===== config.mk =====
export PLATFORM = sky130hd
export DESIGN_NAME = fetch_controller_flat
export DESIGN_NICKNAME = d
export VERILOG_FILES = /design/src/rtl/fetch_controller_if.sv /design/src/rtl/fetch_controller.sv /design/src/flat_wrapper.sv
export SDC_FILE = /design/constraint.sdc
export NUM_CORES = 1
export LEC_CHECK = 0
export CAP_MARGIN = 10
export CORE_MARGIN = 4
export CORE_UTILIZATION = 46
export DETAILED_ROUTE_END_ITERATION = 10
export GPL_TIMING_DRIVEN = 0
export PLACE_DENSITY = 0.81
export SLEW_MARGIN = 20
export SYNTH_ARGS = -nofsm -noshare
export SYNTH_HDL_FRONTEND = slang
export SYNTH_SLANG_ARGS = --single-unit

===== constraint.sdc =====
create_clock -name clk -period 4.5 [get_ports clk]
set_input_delay 0.9 -clock clk [delete_from_list [all_inputs] [get_ports clk]]
set_output_delay 0.9 -clock clk [all_outputs]
set_load 0.005 [all_outputs]

===== src/rtl/fetch_controller_if.sv =====
// Fetch controller bus bundle: instruction-memory port, pipeline controls
// and the registered IF/ID outputs.
interface fetch_controller_if;
    logic [31:0] imem_addr;
    logic [31:0] imem_instr;
    logic        stall;
    logic        redirect_valid;
    logic [31:0] redirect_pc;
    logic        halt;
    logic        resume;
    logic        if_valid;
    logic [31:0] if_instr;
    logic [31:0] if_pc;
    logic [31:0] if_pc_plus4;
    logic        fault;
    logic [1:0]  state;

    modport master (
        output imem_addr,
        input  imem_instr,
        input  stall,
        input  redirect_valid,
        input  redirect_pc,
        input  halt,
        input  resume,
        output if_valid,
        output if_instr,
        output if_pc,
        output if_pc_plus4,
        output fault,
        output state
    );

    modport slave (
        input  imem_addr,
        output imem_instr,
        output stall,
        output redirect_valid,
        output redirect_pc,
        output halt,
        output resume,
        input  if_valid,
        input  if_instr,
        input  if_pc,
        input  if_pc_plus4,
        input  fault,
        input  state
    );
endinterface


===== src/rtl/fetch_controller.sv =====
// Instruction-fetch sequencer: PC ownership, IF/ID register, halt/redirect.
// Optional out-of-range fetch fault enabled by FETCH_BOUNDS_CHECK_EN.
module fetch_controller #(
    parameter logic [31:0] RESET_PC  = 32'd40,
    parameter int unsigned MEM_WORDS = 250
) (
    input  logic               clk,
    input  logic               reset,
    fetch_controller_if.master fif
);
    typedef enum logic [1:0] {
        BOOT   = 2'd0,
        RUN    = 2'd1,
        HALTED = 2'd2,
        FAULT  = 2'd3
    } state_e;

    state_e      state_q, state_d;
    logic [31:0] pc_q, pc_d;
    logic        if_valid_q, if_valid_d;
    logic [31:0] if_instr_q, if_instr_d;
    logic [31:0] if_pc_q, if_pc_d;
    logic [31:0] if_pc4_q, if_pc4_d;
    logic [31:0] target;
    logic        fetch_oob;

    if ({2'b00, RESET_PC[31:2]} >= MEM_WORDS) begin : g_bad_reset_pc
        $error("RESET_PC lies outside instruction memory");
    end

    // Misaligned redirect targets are silently aligned down
    assign target = fif.redirect_pc & ~32'd3;

`ifdef FETCH_BOUNDS_CHECK_EN
    assign fetch_oob = {2'b00, pc_q[31:2]} >= MEM_WORDS;
    // FAULT is only left through reset, so the state alone is sticky
    assign fif.fault = (state_q == FAULT);
`else
    assign fetch_oob = 1'b0;
    assign fif.fault = 1'b0;
`endif

    always_ff @(posedge clk or posedge reset) begin
        if (reset) begin
            state_q    <= BOOT;
            pc_q       <= RESET_PC;
            if_valid_q <= 1'b0;
            if_instr_q <= '0;
            if_pc_q    <= '0;
            if_pc4_q   <= '0;
        end else begin
            state_q    <= state_d;
            pc_q       <= pc_d;
            if_valid_q <= if_valid_d;
            if_instr_q <= if_instr_d;
            if_pc_q    <= if_pc_d;
            if_pc4_q   <= if_pc4_d;
        end
    end

    always_comb begin
        state_d    = state_q;
        pc_d       = pc_q;
        if_valid_d = if_valid_q;
        if_instr_d = if_instr_q;
        if_pc_d    = if_pc_q;
        if_pc4_d   = if_pc4_q;
        unique case (state_q)
            BOOT: begin
                state_d = RUN;
            end
            RUN: begin
                if (fif.redirect_valid) begin
                    pc_d       = target;
                    if_valid_d = 1'b0;
                end else if (!fif.stall) begin
                    if (fetch_oob) begin
                        if_valid_d = 1'b0;
                        state_d    = FAULT;
                    end else begin
                        if_instr_d = fif.imem_instr;
                        if_pc_d    = pc_q;
                        if_pc4_d   = pc_q + 32'd4;
                        if_valid_d = 1'b1;
                        pc_d       = pc_q + 32'd4;
                    end
                end
                // The selected action completes, then fetching stops
                if (fif.halt && state_d == RUN) begin
                    state_d = HALTED;
                end
            end
            HALTED: begin
                if_valid_d = 1'b0;
                if (fif.redirect_valid) begin
                    pc_d = target;
                end
                if (fif.resume && !fif.halt) begin
                    state_d = RUN;
                end
            end
            FAULT: begin
                if_valid_d = 1'b0;
            end
            default: begin
                state_d = BOOT;
            end
        endcase
    end

    assign fif.imem_addr   = pc_q;
    assign fif.if_valid    = if_valid_q;
    assign fif.if_instr    = if_instr_q;
    assign fif.if_pc       = if_pc_q;
    assign fif.if_pc_plus4 = if_pc4_q;
    assign fif.state       = state_q;
endmodule


===== src/flat_wrapper.sv =====
// flat-port wrapper written by rule: the top's interface ports become plain ports
module fetch_controller_flat 
#(
    parameter logic [31:0] RESET_PC  = 32'd40,
    parameter int unsigned MEM_WORDS = 250
)
  (clk, reset, fif_imem_addr, fif_imem_instr, fif_stall, fif_redirect_valid, fif_redirect_pc, fif_halt, fif_resume, fif_if_valid, fif_if_instr, fif_if_pc, fif_if_pc_plus4, fif_fault, fif_state);
  fetch_controller_if fif_i ();
  input  logic clk;
  input  logic reset;
  output wire logic [$bits(fif_i.imem_addr)-1:0] fif_imem_addr;
  input wire logic [$bits(fif_i.imem_instr)-1:0] fif_imem_instr;
  input wire logic [$bits(fif_i.stall)-1:0] fif_stall;
  input wire logic [$bits(fif_i.redirect_valid)-1:0] fif_redirect_valid;
  input wire logic [$bits(fif_i.redirect_pc)-1:0] fif_redirect_pc;
  input wire logic [$bits(fif_i.halt)-1:0] fif_halt;
  input wire logic [$bits(fif_i.resume)-1:0] fif_resume;
  output wire logic [$bits(fif_i.if_valid)-1:0] fif_if_valid;
  output wire logic [$bits(fif_i.if_instr)-1:0] fif_if_instr;
  output wire logic [$bits(fif_i.if_pc)-1:0] fif_if_pc;
  output wire logic [$bits(fif_i.if_pc_plus4)-1:0] fif_if_pc_plus4;
  output wire logic [$bits(fif_i.fault)-1:0] fif_fault;
  output wire logic [$bits(fif_i.state)-1:0] fif_state;
  assign fif_imem_addr = fif_i.imem_addr;
  assign fif_i.imem_instr = fif_imem_instr;
  assign fif_i.stall = fif_stall;
  assign fif_i.redirect_valid = fif_redirect_valid;
  assign fif_i.redirect_pc = fif_redirect_pc;
  assign fif_i.halt = fif_halt;
  assign fif_i.resume = fif_resume;
  assign fif_if_valid = fif_i.if_valid;
  assign fif_if_instr = fif_i.if_instr;
  assign fif_if_pc = fif_i.if_pc;
  assign fif_if_pc_plus4 = fif_i.if_pc_plus4;
  assign fif_fault = fif_i.fault;
  assign fif_state = fif_i.state;
  fetch_controller #(.RESET_PC(RESET_PC), .MEM_WORDS(MEM_WORDS)) u_core (.clk(clk), .reset(reset), .fif(fif_i));
endmodule

==> results of run 1 <==
[layout make-up]
cell class                      count  share of cell area, %
Sequential cell                   125                   35.9
Inverter                           13                  0.646
Tap cell                          172                   2.47
Clock buffer                       23                   5.60
Multi-Input combinational cell    472                   28.5
Timing Repair Buffer              193                   22.4
Buffer                             55                   2.89
Clock inverter                      7                   1.55
[per-layer routing]
metal  up-vias  routed length (um)  part of all wire, %  track usage [%]
li1       2696                   -                    -                -
met1      2827                7830                   40             34.2
met2       336                9110                   47             43.2
met3        57                2030                   10             7.97
met4         0                 621                  3.2             11.4
met5         -                   0                    0                0
[where the power goes]
| group | total (mW) | internal [mW] | switching [mW] | leakage [nW] |
|---|---|---|---|---|
| Sequential | 2.06 | 1.63 | 0.429 | 1.53 |
| Clock | 1.45 | 0.977 | 0.472 | 0.309 |
| Combinational | 2.41 | 1.33 | 1.08 | 2.03 |
[cell usage after synthesis, types with 2 or more instances]
cell and number:
nand4b_1 2, o2bb2ai_1 5, nor3_1 6, o31a_1 3
a22oi_1 5, o311ai_0 3, o21ai_0 38, o211ai_1 19
mux2_2 5, xnor2_1 10, clkbuf_1 40, nor4_1 6
o21bai_1 3, a211oi_1 2, nor3b_1 2, nor2b_1 2
o22a_1 2, nor2_1 16, nand2_1 219, and4_1 3
clkbuf_2 2, dfstp_2 2, o22ai_1 4, or4_1 7
o211ai_2 2, or2_2 2, or4_4 6, dfrtp_1 123
a221o_1 2, a21oi_1 12, inv_1 13, a211o_1 2
nor4b_1 2, nand4_1 19, and3_1 5, buf_2 4
buf_4 8, xor2_1 2, nand3_1 36
[how the worst max path moves through the flow]
stage,endpoint,depth (start not counted),slack [ps]
5_1_grt,u_core.fif.if_pc[20],8,860
4_1_cts,u_core.fif.if_pc[7],8,1080
3_3_place_gp,u_core.fif.if_pc[29],2,-1570
6_report,u_core.fif.if_pc[7],8,1050
3_5_place_dp,u_core.fif.if_pc[6],8,730
2_1_floorplan,u_core.fif.if_instr[0],1,280
[logic make-up (layout without fill, tap and decap cells)]
group                      after synthesis  after routing  synth area share (%)
DFF                                    125            125                  53.2
other                                    1              7                0.0637
xor gates and xnor gates                12             12                  1.78
and+or+nand+nor                        338            338                  26.4
buffers and inverters                   68            291                  5.10
muxes                                    6              6                  1.13
AOI/OAI and AO/OA                      108            108                  12.2
adders and majority gates                1              1                 0.212
[through the flow]
stage / cells / setup slack (ps) / hold slack (ps) / cell area, um2
final: 1060 / 1050 / 472 / 8710
after global routing: 1060 / 858 / 490 / 8710
after CTS: 1060 / 1080 / 474 / 8710
after detailed placement: 1030 / 728 / 461 / 8080
after global placement: 1029 / -1570 / 457 / 8050
after floorplan: 665 / 276 / 470 / 5910
[worst max-delay path, cell delays in order]
cell and delay [ps]:
clkdlybuf4s50_1 570, or4b_1 150, clkbuf_1 330, clkbuf_1 570
clkbuf_1 520, clkbuf_1 490, nand2_1 120, o21ai_0 110
[cells in the final DEF (no fill, tap or decap), types with 6 or more instances in the layout]
cell               n
buf_4              8
nor3_1             6
a21oi_1           12
o211ai_1          19
conb_1             7
xnor2_1           10
or4_4              6
clkdlybuf4s50_1  192
dfrtp_1          123
inv_1             12
o21ai_0           38
clkbuf_16         17
nand2_1          219
nor2_1            16
nand3_1           36
nand4_1           19
clkbuf_1          42
or4_1              7
[state kept, by name, indices dropped and copies added (netlist names)]
name,flops
u_core.fif.if_instr,32
u_core.fif.if_pc,30
u_core.fif.if_valid,1
u_core.fif.state,2
u_core.fif.if_pc_plus4,30
u_core.fif.imem_addr,30
==> flow_metrics.env, run 1 <==
export IMPL_status="finished clean"
export IMPL_rrSetupSlack_ps=1610
export IMPL_nets=948
export IMPL_rsz0062_at_grt="false"
export IMPL_multi_input_area_um2=2490
export IMPL_die_h_um=121
export IMPL_drive_above_1_share_pct=7.32
export IMPL_path_clk_slew_ps=50
export IMPL_crit_start="fif_redirect_valid"
export IMPL_worst_ep_required_time_ps=4820
export IMPL_powerDensity_nw_per_um2=679
export IMPL_dieArea_um2=14700
export IMPL_hp_start="u_core.fif.if_instr[3]"
export IMPL_synth_edf_count=0
export IMPL_r2r_start="u_core.fif.state[0]"
export IMPL_routedWlPerCell_um=18.5
export IMPL_critical_path_endpoint_type="flop"
export IMPL_num_vias=5916
export IMPL_register_area_um2=3130
export IMPL_max_freq_mhz=290
export IMPL_synth_avg_cell_area_um2=8.94
export IMPL_slew_violations=0
export IMPL_fin_tns_setup_ps=0
export IMPL_grt_overflow_total=0
export IMPL_start_util_pct=46.9
export IMPL_synthCells=659
export IMPL_via_per_inst=5.58
export IMPL_h_tree_depth=4
export IMPL_drt_iter0_markers=520
export IMPL_hp_class="reg -> reg"
export IMPL_fin_skew_ps=9.25
export IMPL_grt_start_max_net_pins=93
export IMPL_core_area_um2=12600
export IMPL_root_buffer="clkbuf_16"
export IMPL_critPathLaunchType="input pin"
export IMPL_antennaDiodeCount=0
export IMPL_cp_max_fo=10
export IMPL_holdBufCountCts=0
export IMPL_rr_worst_depth=7
export IMPL_synth_top_area_share_pct=52.3
export IMPL_crit_type="in -> reg"
export IMPL_synth_area_um2=5890
export IMPL_min_to="u_core.fif.if_instr[3]"
export IMPL_postCtsSetupBuffers=0
export IMPL_dr_pass1_iters=6
export IMPL_cp_arrival_ps=3760
export IMPL_yosysWarnings=0
export IMPL_final_core_util_pct=69.3
export IMPL_yosysSeqAreaShare_pct=53.2
export IMPL_fill_cells=972
export IMPL_yosys_top_cells_area="dfrtp_1, nand2_1, o21ai_0"
export IMPL_maxCapViolCount=0
export IMPL_cts_resized=0
export IMPL_hold_depth=2
export IMPL_io_buffer_count=192
export IMPL_ant_nets=0
export IMPL_synthDistinctLibCells=54
export IMPL_rr_endpoint="u_core.fif.if_pc[7]"
export IMPL_clock_sinks=125
export IMPL_numCtsBuffers=17
export IMPL_postRouteWirelength_mm=19.6
export IMPL_track_usage_pct=27.0
export IMPL_drc=0
export IMPL_yosysTopAreaCell="dfrtp_1"
export IMPL_worst_pin_slew_ps=764
export IMPL_power_mw=5.92
export IMPL_grt_pass1_vias=5874
export IMPL_setup_viol=0
export IMPL_clk_latency_ps=410
export IMPL_cts_tree="built"
export IMPL_ys_seq_elements=125
export IMPL_die_width_um=121
export IMPL_hold_violations=0
export IMPL_ir_drop_v=0.000308
export IMPL_synth_top_flop_cell="dfrtp_1"
export IMPL_synthArstFlopShare_pct=100
export IMPL_dpl_hpwl_mm=13.9
export IMPL_clockBufferDepth=2
export IMPL_min_period_ps=3450
export IMPL_p_leak_nw=3.87
export IMPL_core_rowCount=41
export IMPL_syn2layout_area_growth_pct=47.9
export IMPL_grt_antenna_before_repair=0
export IMPL_grt_pass1_wl_mm=30.8
export IMPL_gp_congestion=0.916
export IMPL_maxSlewHeadroom_pct=49.1
export IMPL_post_route_period_util_pct=76.6
export IMPL_io_pins=202
No activity file was read; power rests on OpenSTA's default activity.
==> inputs of run 2 (changes only) <==
==> constraint.sdc (replaced) <==
create_clock -name clk -period 3.6 [get_ports clk]
set_input_delay 0.72 -clock clk [delete_from_list [all_inputs] [get_ports clk]]
set_output_delay 0.72 -clock clk [all_outputs]
set_load 0.005 [all_outputs]
==> run 2 against run 1 <==
Against the previous run: flip-flop and latch count did not move; worst hold slack barely moved; first-iteration DRC count fell by 9.2%; global-route usage fell by 0.51 points; clock power rose by 9%; critical path depth did not move; clock skew barely moved; register-to-register slack got worse by 970 ps; critical path type unchanged; highest routed layer unchanged.
==> flow_metrics.env, run 2 (synthesis gave the netlist of run 1 again) <==
export IMPL_crit_slowest_cell="clkbuf_1"
export IMPL_critPathLaunchType="input pin"
export IMPL_dieArea_um2=14700
export IMPL_path_clk_slew_ps=60
export IMPL_route_met3_wl_mm=1.92
export IMPL_h_tree_depth=4
export IMPL_io_buffer_count=192
export IMPL_grt_start_max_net_pins=31
export IMPL_powerDensity_nw_per_um2=822
export IMPL_crit_path_frequent_cell="clkbuf_1"
export IMPL_max_stage_delay_ps=580
export IMPL_worst_slack_ps=283
export IMPL_met1_length_mm=7.95
export IMPL_grt_pass1_vias=5713
export IMPL_core_rowCount=41
export IMPL_gp_congestion=0.935
export IMPL_path_cells="clkdlybuf4s50_1, or4b_1, clkbuf_1, clkbuf_1, clkbuf_1, clkbuf_1, nand2_1, nand3_1"
export IMPL_fin_tns_setup_ps=0
export IMPL_rsz0062_at_grt="false"
export IMPL_cp_top_family="buffers and inverters"
export IMPL_status="finished clean"
export IMPL_hold_violations=0
export IMPL_via_per_inst=5.54
export IMPL_num_vias=5886
export IMPL_placed_area_um2=8140
export IMPL_die_width_um=121
export IMPL_nets=951
export IMPL_min_to="u_core.fif.if_instr[31]"
export IMPL_fin_skew_ps=8.81
export IMPL_switchingPower_mw=2.45
export IMPL_maxSlewHeadroom_pct=52.3
export IMPL_r2r_start="u_core.fif.state[0]"
export IMPL_drc=0
export IMPL_hp_class="reg -> reg"
export IMPL_final_common_cell="nand2_1"
export IMPL_crit_type="in -> reg"
export IMPL_drive_above_1_share_pct=7.63
export IMPL_highest_layer="met4"
export IMPL_cp_arrival_ps=3660
export IMPL_intPower_mw=4.70
export IMPL_antennaDiodeCount=0
export IMPL_postRouteWirelength_mm=19.4
export IMPL_place_inst=1033
export IMPL_clkPwrFrac_pct=22.2
export IMPL_clk_latency_ps=410
export IMPL_grt_antenna_before_repair=0
export IMPL_core_area_um2=12600
export IMPL_largest_reg_flops=32
export IMPL_combPwrFrac_pct=41.9
export IMPL_cts_resized=0
export IMPL_critical_path_endpoint_type="flop"
export IMPL_wl_met2_mm=9.07
export IMPL_worst_pin_slew_ps=716
export IMPL_routedWlPerCell_um=18.2
export IMPL_clock_sinks=125
export IMPL_min_period_ps=3320
export IMPL_root_buffer="clkbuf_16"
export IMPL_stdcell_area_um2=8690
export IMPL_die_h_um=121
export IMPL_p_sw_share_pct=34.2
export IMPL_hp_start="u_core.fif.if_instr[31]"
export IMPL_ant_nets=0
export IMPL_grt_pass1_wl_mm=30.3
export IMPL_numCtsBuffers=17
export IMPL_stdcell_count=1063
export IMPL_ir_drop_v=0.000390
export IMPL_cts_tree="built"
export IMPL_post_place_ws_ps=7.46
export IMPL_grt_overflow_total=0
export IMPL_cp_max_fo=10
export IMPL_max_freq_mhz=301
export IMPL_rr_worst_depth=7
export IMPL_rrSetupSlack_ps=640
export IMPL_slew_violations=0
export IMPL_hold_depth=2
export IMPL_rr_endpoint="u_core.fif.if_pc_plus4[31]"
export IMPL_io_pins=202
export IMPL_worst_ep_required_time_ps=3940
export IMPL_start_util_pct=46.9
export IMPL_dpl_hpwl_mm=14.1
export IMPL_drt_iter0_markers=472
export IMPL_pwr_share_seq_pct=35.9
export IMPL_setup_viol=0
export IMPL_post_route_period_util_pct=92.1
export IMPL_p_leak_nw=3.85
export IMPL_holdBufCountCts=0
export IMPL_critPathBufInv=5
export IMPL_syn2layout_area_growth_pct=47.5
export IMPL_power_mw=7.15
export IMPL_clockBufferDepth=2
export IMPL_dr_pass1_iters=6
export IMPL_postCtsSetupBuffers=0
export IMPL_track_usage_pct=26.5
export IMPL_final_cell_mix="nand2_1, clkdlybuf4s50_1, dfrtp_1, clkbuf_1, o21ai_0"
export IMPL_maxCapViolCount=0
-- run 2: cell type report --
cell class | instances | area, um2
clock buffers | 22 | 474
inverters | 13 | 52.6
fillers | 1005 | 3880
plain buffers | 55 | 251
well taps | 172 | 215
repair buffers | 196 | 2010
clock inverters | 8 | 67.6
multi-input cells | 472 | 2490
flip-flops and latches | 125 | 3130
-- run 2: power by group through the flow --
stage,registers (mW),clock network (mW),logic [mW]
finish,2.57,1.58,3.00
CTS,2.56,1.60,3.01
global route,2.66,1.66,3.27
global placement,2.55,0,2.93
floorplan,2.54,0,1.18
detailed placement,2.57,0,2.98
-- run 2: metrics by stage --
step                      hold slack (ps)  utilization [%]
final                                 472             69.1
after global placement                457             64.1
after floorplan                       470                -
after detailed placement              461             64.8
after global routing                  491             69.1
after CTS                             474             69.1
-- run 2: worst min-delay path, cell delays in order, from the launching register on --
cell and delay, ps:
dfrtp_1 340, nand2_1 50, nand2_1 50
-- run 2: worst max-delay path by stage --
stage | from | end | depth (start not counted)
global route | fif_redirect_valid | u_core.fif.if_pc[7] | 8
floorplan | reset | u_core.fif.if_instr[0] | 1
global placement | fif_redirect_valid | u_core.fif.if_pc_plus4[31] | 8
finish | fif_redirect_valid | u_core.fif.if_pc_plus4[31] | 8
CTS | fif_redirect_valid | u_core.fif.if_pc_plus4[31] | 8
detailed placement | fif_redirect_valid | u_core.fif.if_pc_plus4[4] | 8
-- run 2: routing by layer --
layer  vias to the layer above  track usage (%)
met1                      2789             35.0
met4                         0             9.17
met2                       339             42.4
li1                       2713                -
met5                         -                0
met3                        45             6.95
==> inputs of run 3 (changes only) <==
--- a/config.mk
+++ b/config.mk
@@ -7,10 +7,11 @@
 export LEC_CHECK = 0
 export CAP_MARGIN = 10
 export CORE_MARGIN = 4
-export CORE_UTILIZATION = 46
+export CORE_UTILIZATION = 55
 export DETAILED_ROUTE_END_ITERATION = 10
+export DONT_BUFFER_PORTS = 1
 export GPL_TIMING_DRIVEN = 0
-export PLACE_DENSITY = 0.81
+export PLACE_DENSITY = 0.7
 export SLEW_MARGIN = 20
 export SYNTH_ARGS = -nofsm -noshare
 export SYNTH_HDL_FRONTEND = slang
==> run 3 against run 2 <==
Against the previous run: die area decreased by 15%; clock-buffer cell count shrank 3; global-route usage grew 3.3 points; total power is 15% lower; final cell count shrank 21%; critical endpoint is now u_core.fif.if_pc_plus4[6]; largest cell class unchanged; largest power group is now sequential cells.
==> flow_metrics.env, run 3 (synthesis gave the netlist of run 1 again) <==
export IMPL_gr_usage_met3_pct=11.8
export IMPL_grt_start_max_net_pins=36
export IMPL_track_usage_pct=29.7
export IMPL_holdBufCountCts=0
export IMPL_via_per_inst=6.11
export IMPL_num_vias=5130
export IMPL_dr_pass1_iters=6
export IMPL_rr_endpoint="u_core.fif.if_pc_plus4[6]"
export IMPL_worst_ep_required_time_ps=4050
export IMPL_fin_skew_ps=10.9
export IMPL_dieArea_um2=12400
export IMPL_syn2layout_area_growth_pct=15.3
export IMPL_core_area_um2=10400
export IMPL_die_width_um=111
export IMPL_power_mw=6.07
export IMPL_drc=0
export IMPL_final_common_cell="nand2_1"
export IMPL_start_util_pct=56.8
export IMPL_final_cell_mix="nand2_1, dfrtp_1, clkbuf_1, o21ai_0, nand3_1"
export IMPL_combPwrFrac_pct=25.4
export IMPL_grt_pass1_vias=5377
export IMPL_hp_class="in -> async"
export IMPL_fin_tns_setup_ps=0
export IMPL_clkPwrFrac_pct=28.9
export IMPL_pwr_share_seq_pct=45.7
export IMPL_multi_input_area_um2=2490
export IMPL_slew_violations=0
export IMPL_post_place_ws_ps=601
export IMPL_register_area_um2=3130
export IMPL_grt_use_met2_pct=47.0
export IMPL_status="finished clean"
export IMPL_cts_resized=0
export IMPL_io_buffer_count=0
export IMPL_critPathLaunchType="flop"
export IMPL_p_sw_share_pct=38.5
export IMPL_stdcell_area_um2=6790
export IMPL_dpl_hpwl_mm=13.0
export IMPL_switchingPower_mw=2.33
export IMPL_path_clk_slew_ps=60
export IMPL_busiest_layer="met2"
export IMPL_grt_antenna_before_repair=3
export IMPL_nets=759
export IMPL_cp_arrival_ps=3350
export IMPL_max_freq_mhz=345
export IMPL_worst_slack_ps=698
export IMPL_worst_pin_slew_ps=744
export IMPL_grt_pass1_wl_mm=29.0
export IMPL_clockBufferDepth=2
export IMPL_drive_above_1_share_pct=10.3
export IMPL_cts_tree="built"
export IMPL_fill_cells=902
export IMPL_root_buffer="clkbuf_8"
export IMPL_grt_overflow_total=0
export IMPL_core_rowCount=37
export IMPL_powerDensity_nw_per_um2=893
export IMPL_ir_drop_v=0.000427
export IMPL_gp_congestion=0.931
export IMPL_clk_latency_ps=540
export IMPL_crit_type="reg -> reg"
export IMPL_setup_viol=0
export IMPL_largest_reg_flops=32
export IMPL_maxSlewHeadroom_pct=50.4
export IMPL_placed_area_um2=6170
export IMPL_intPower_mw=3.73
export IMPL_r2r_start="u_core.fif.state[0]"
export IMPL_post_route_period_util_pct=80.6
export IMPL_grt_met1_usage_pct=35.5
export IMPL_ant_nets=0
export IMPL_cp_max_fo=10
export IMPL_min_period_ps=2900
export IMPL_maxCapViolCount=0
export IMPL_rr_worst_depth=7
export IMPL_postCtsSetupBuffers=0
export IMPL_hold_violations=0
export IMPL_p_leak_nw=3.13
export IMPL_final_core_util_pct=65.5
export IMPL_clock_sinks=125
export IMPL_numCtsBuffers=17
export IMPL_critical_path_endpoint_type="flop"
export IMPL_drt_iter0_markers=386
export IMPL_routedWlPerCell_um=21.5
export IMPL_postRouteWirelength_mm=18.0
export IMPL_rrSetupSlack_ps=700
export IMPL_h_tree_depth=4
export IMPL_rsz0062_at_grt="false"
export IMPL_io_pins=202
export IMPL_die_h_um=111
run 3: layout make-up:
class	instances	area share [%]
tap	136	2.51
buffer	55	3.70
multi-input combinational	472	36.6
inverter	13	0.774
timing repair buffer	4	1.29
clock inverter	13	2.43
clock buffer	19	6.50
sequential	125	46.1
antenna	2	0.0737
run 3: layer usage:
metal	vias to the layer above	share of wire (%)
met1	2454	37
met2	277	48
met5	-	0.083
met4	2	3.7
met3	66	10
li1	2331	-
run 3: critical path: stages (launching register included):
cell and delay, ps:
dfrtp_1 470, or4b_1 200, clkbuf_1 360, clkbuf_1 520
clkbuf_1 550, clkbuf_1 490, nand2_1 110, o21ai_0 100
run 3: how the worst max path moves through the flow:
stage	from	endpoint
final	u_core.fif.state[0]	u_core.fif.if_pc_plus4[6]
after global routing	u_core.fif.state[0]	u_core.fif.if_pc[28]
after CTS	u_core.fif.state[0]	u_core.fif.if_pc_plus4[6]
after detailed placement	fif_redirect_valid	u_core.fif.if_pc_plus4[6]
after global placement	fif_redirect_valid	u_core.fif.if_pc_plus4[30]
after floorplan	reset	u_core.fif.if_instr[0]
run 3: power by group through the flow:
stage	sequential, mW	combinational (mW)	clock (mW)
floorplan	2.54	1.18	0
global placement	2.77	1.44	0
detailed placement	2.80	1.51	0
CTS	2.78	1.53	1.76
global route	2.86	1.76	1.83
finish	2.77	1.54	1.75
run 3: through the flow:
step                      std cells  hold WS, ps
after floorplan                 665          470
after global placement          801          488
after detailed placement        805          493
after CTS                       837          117
after global routing            839          136
final                           839          110
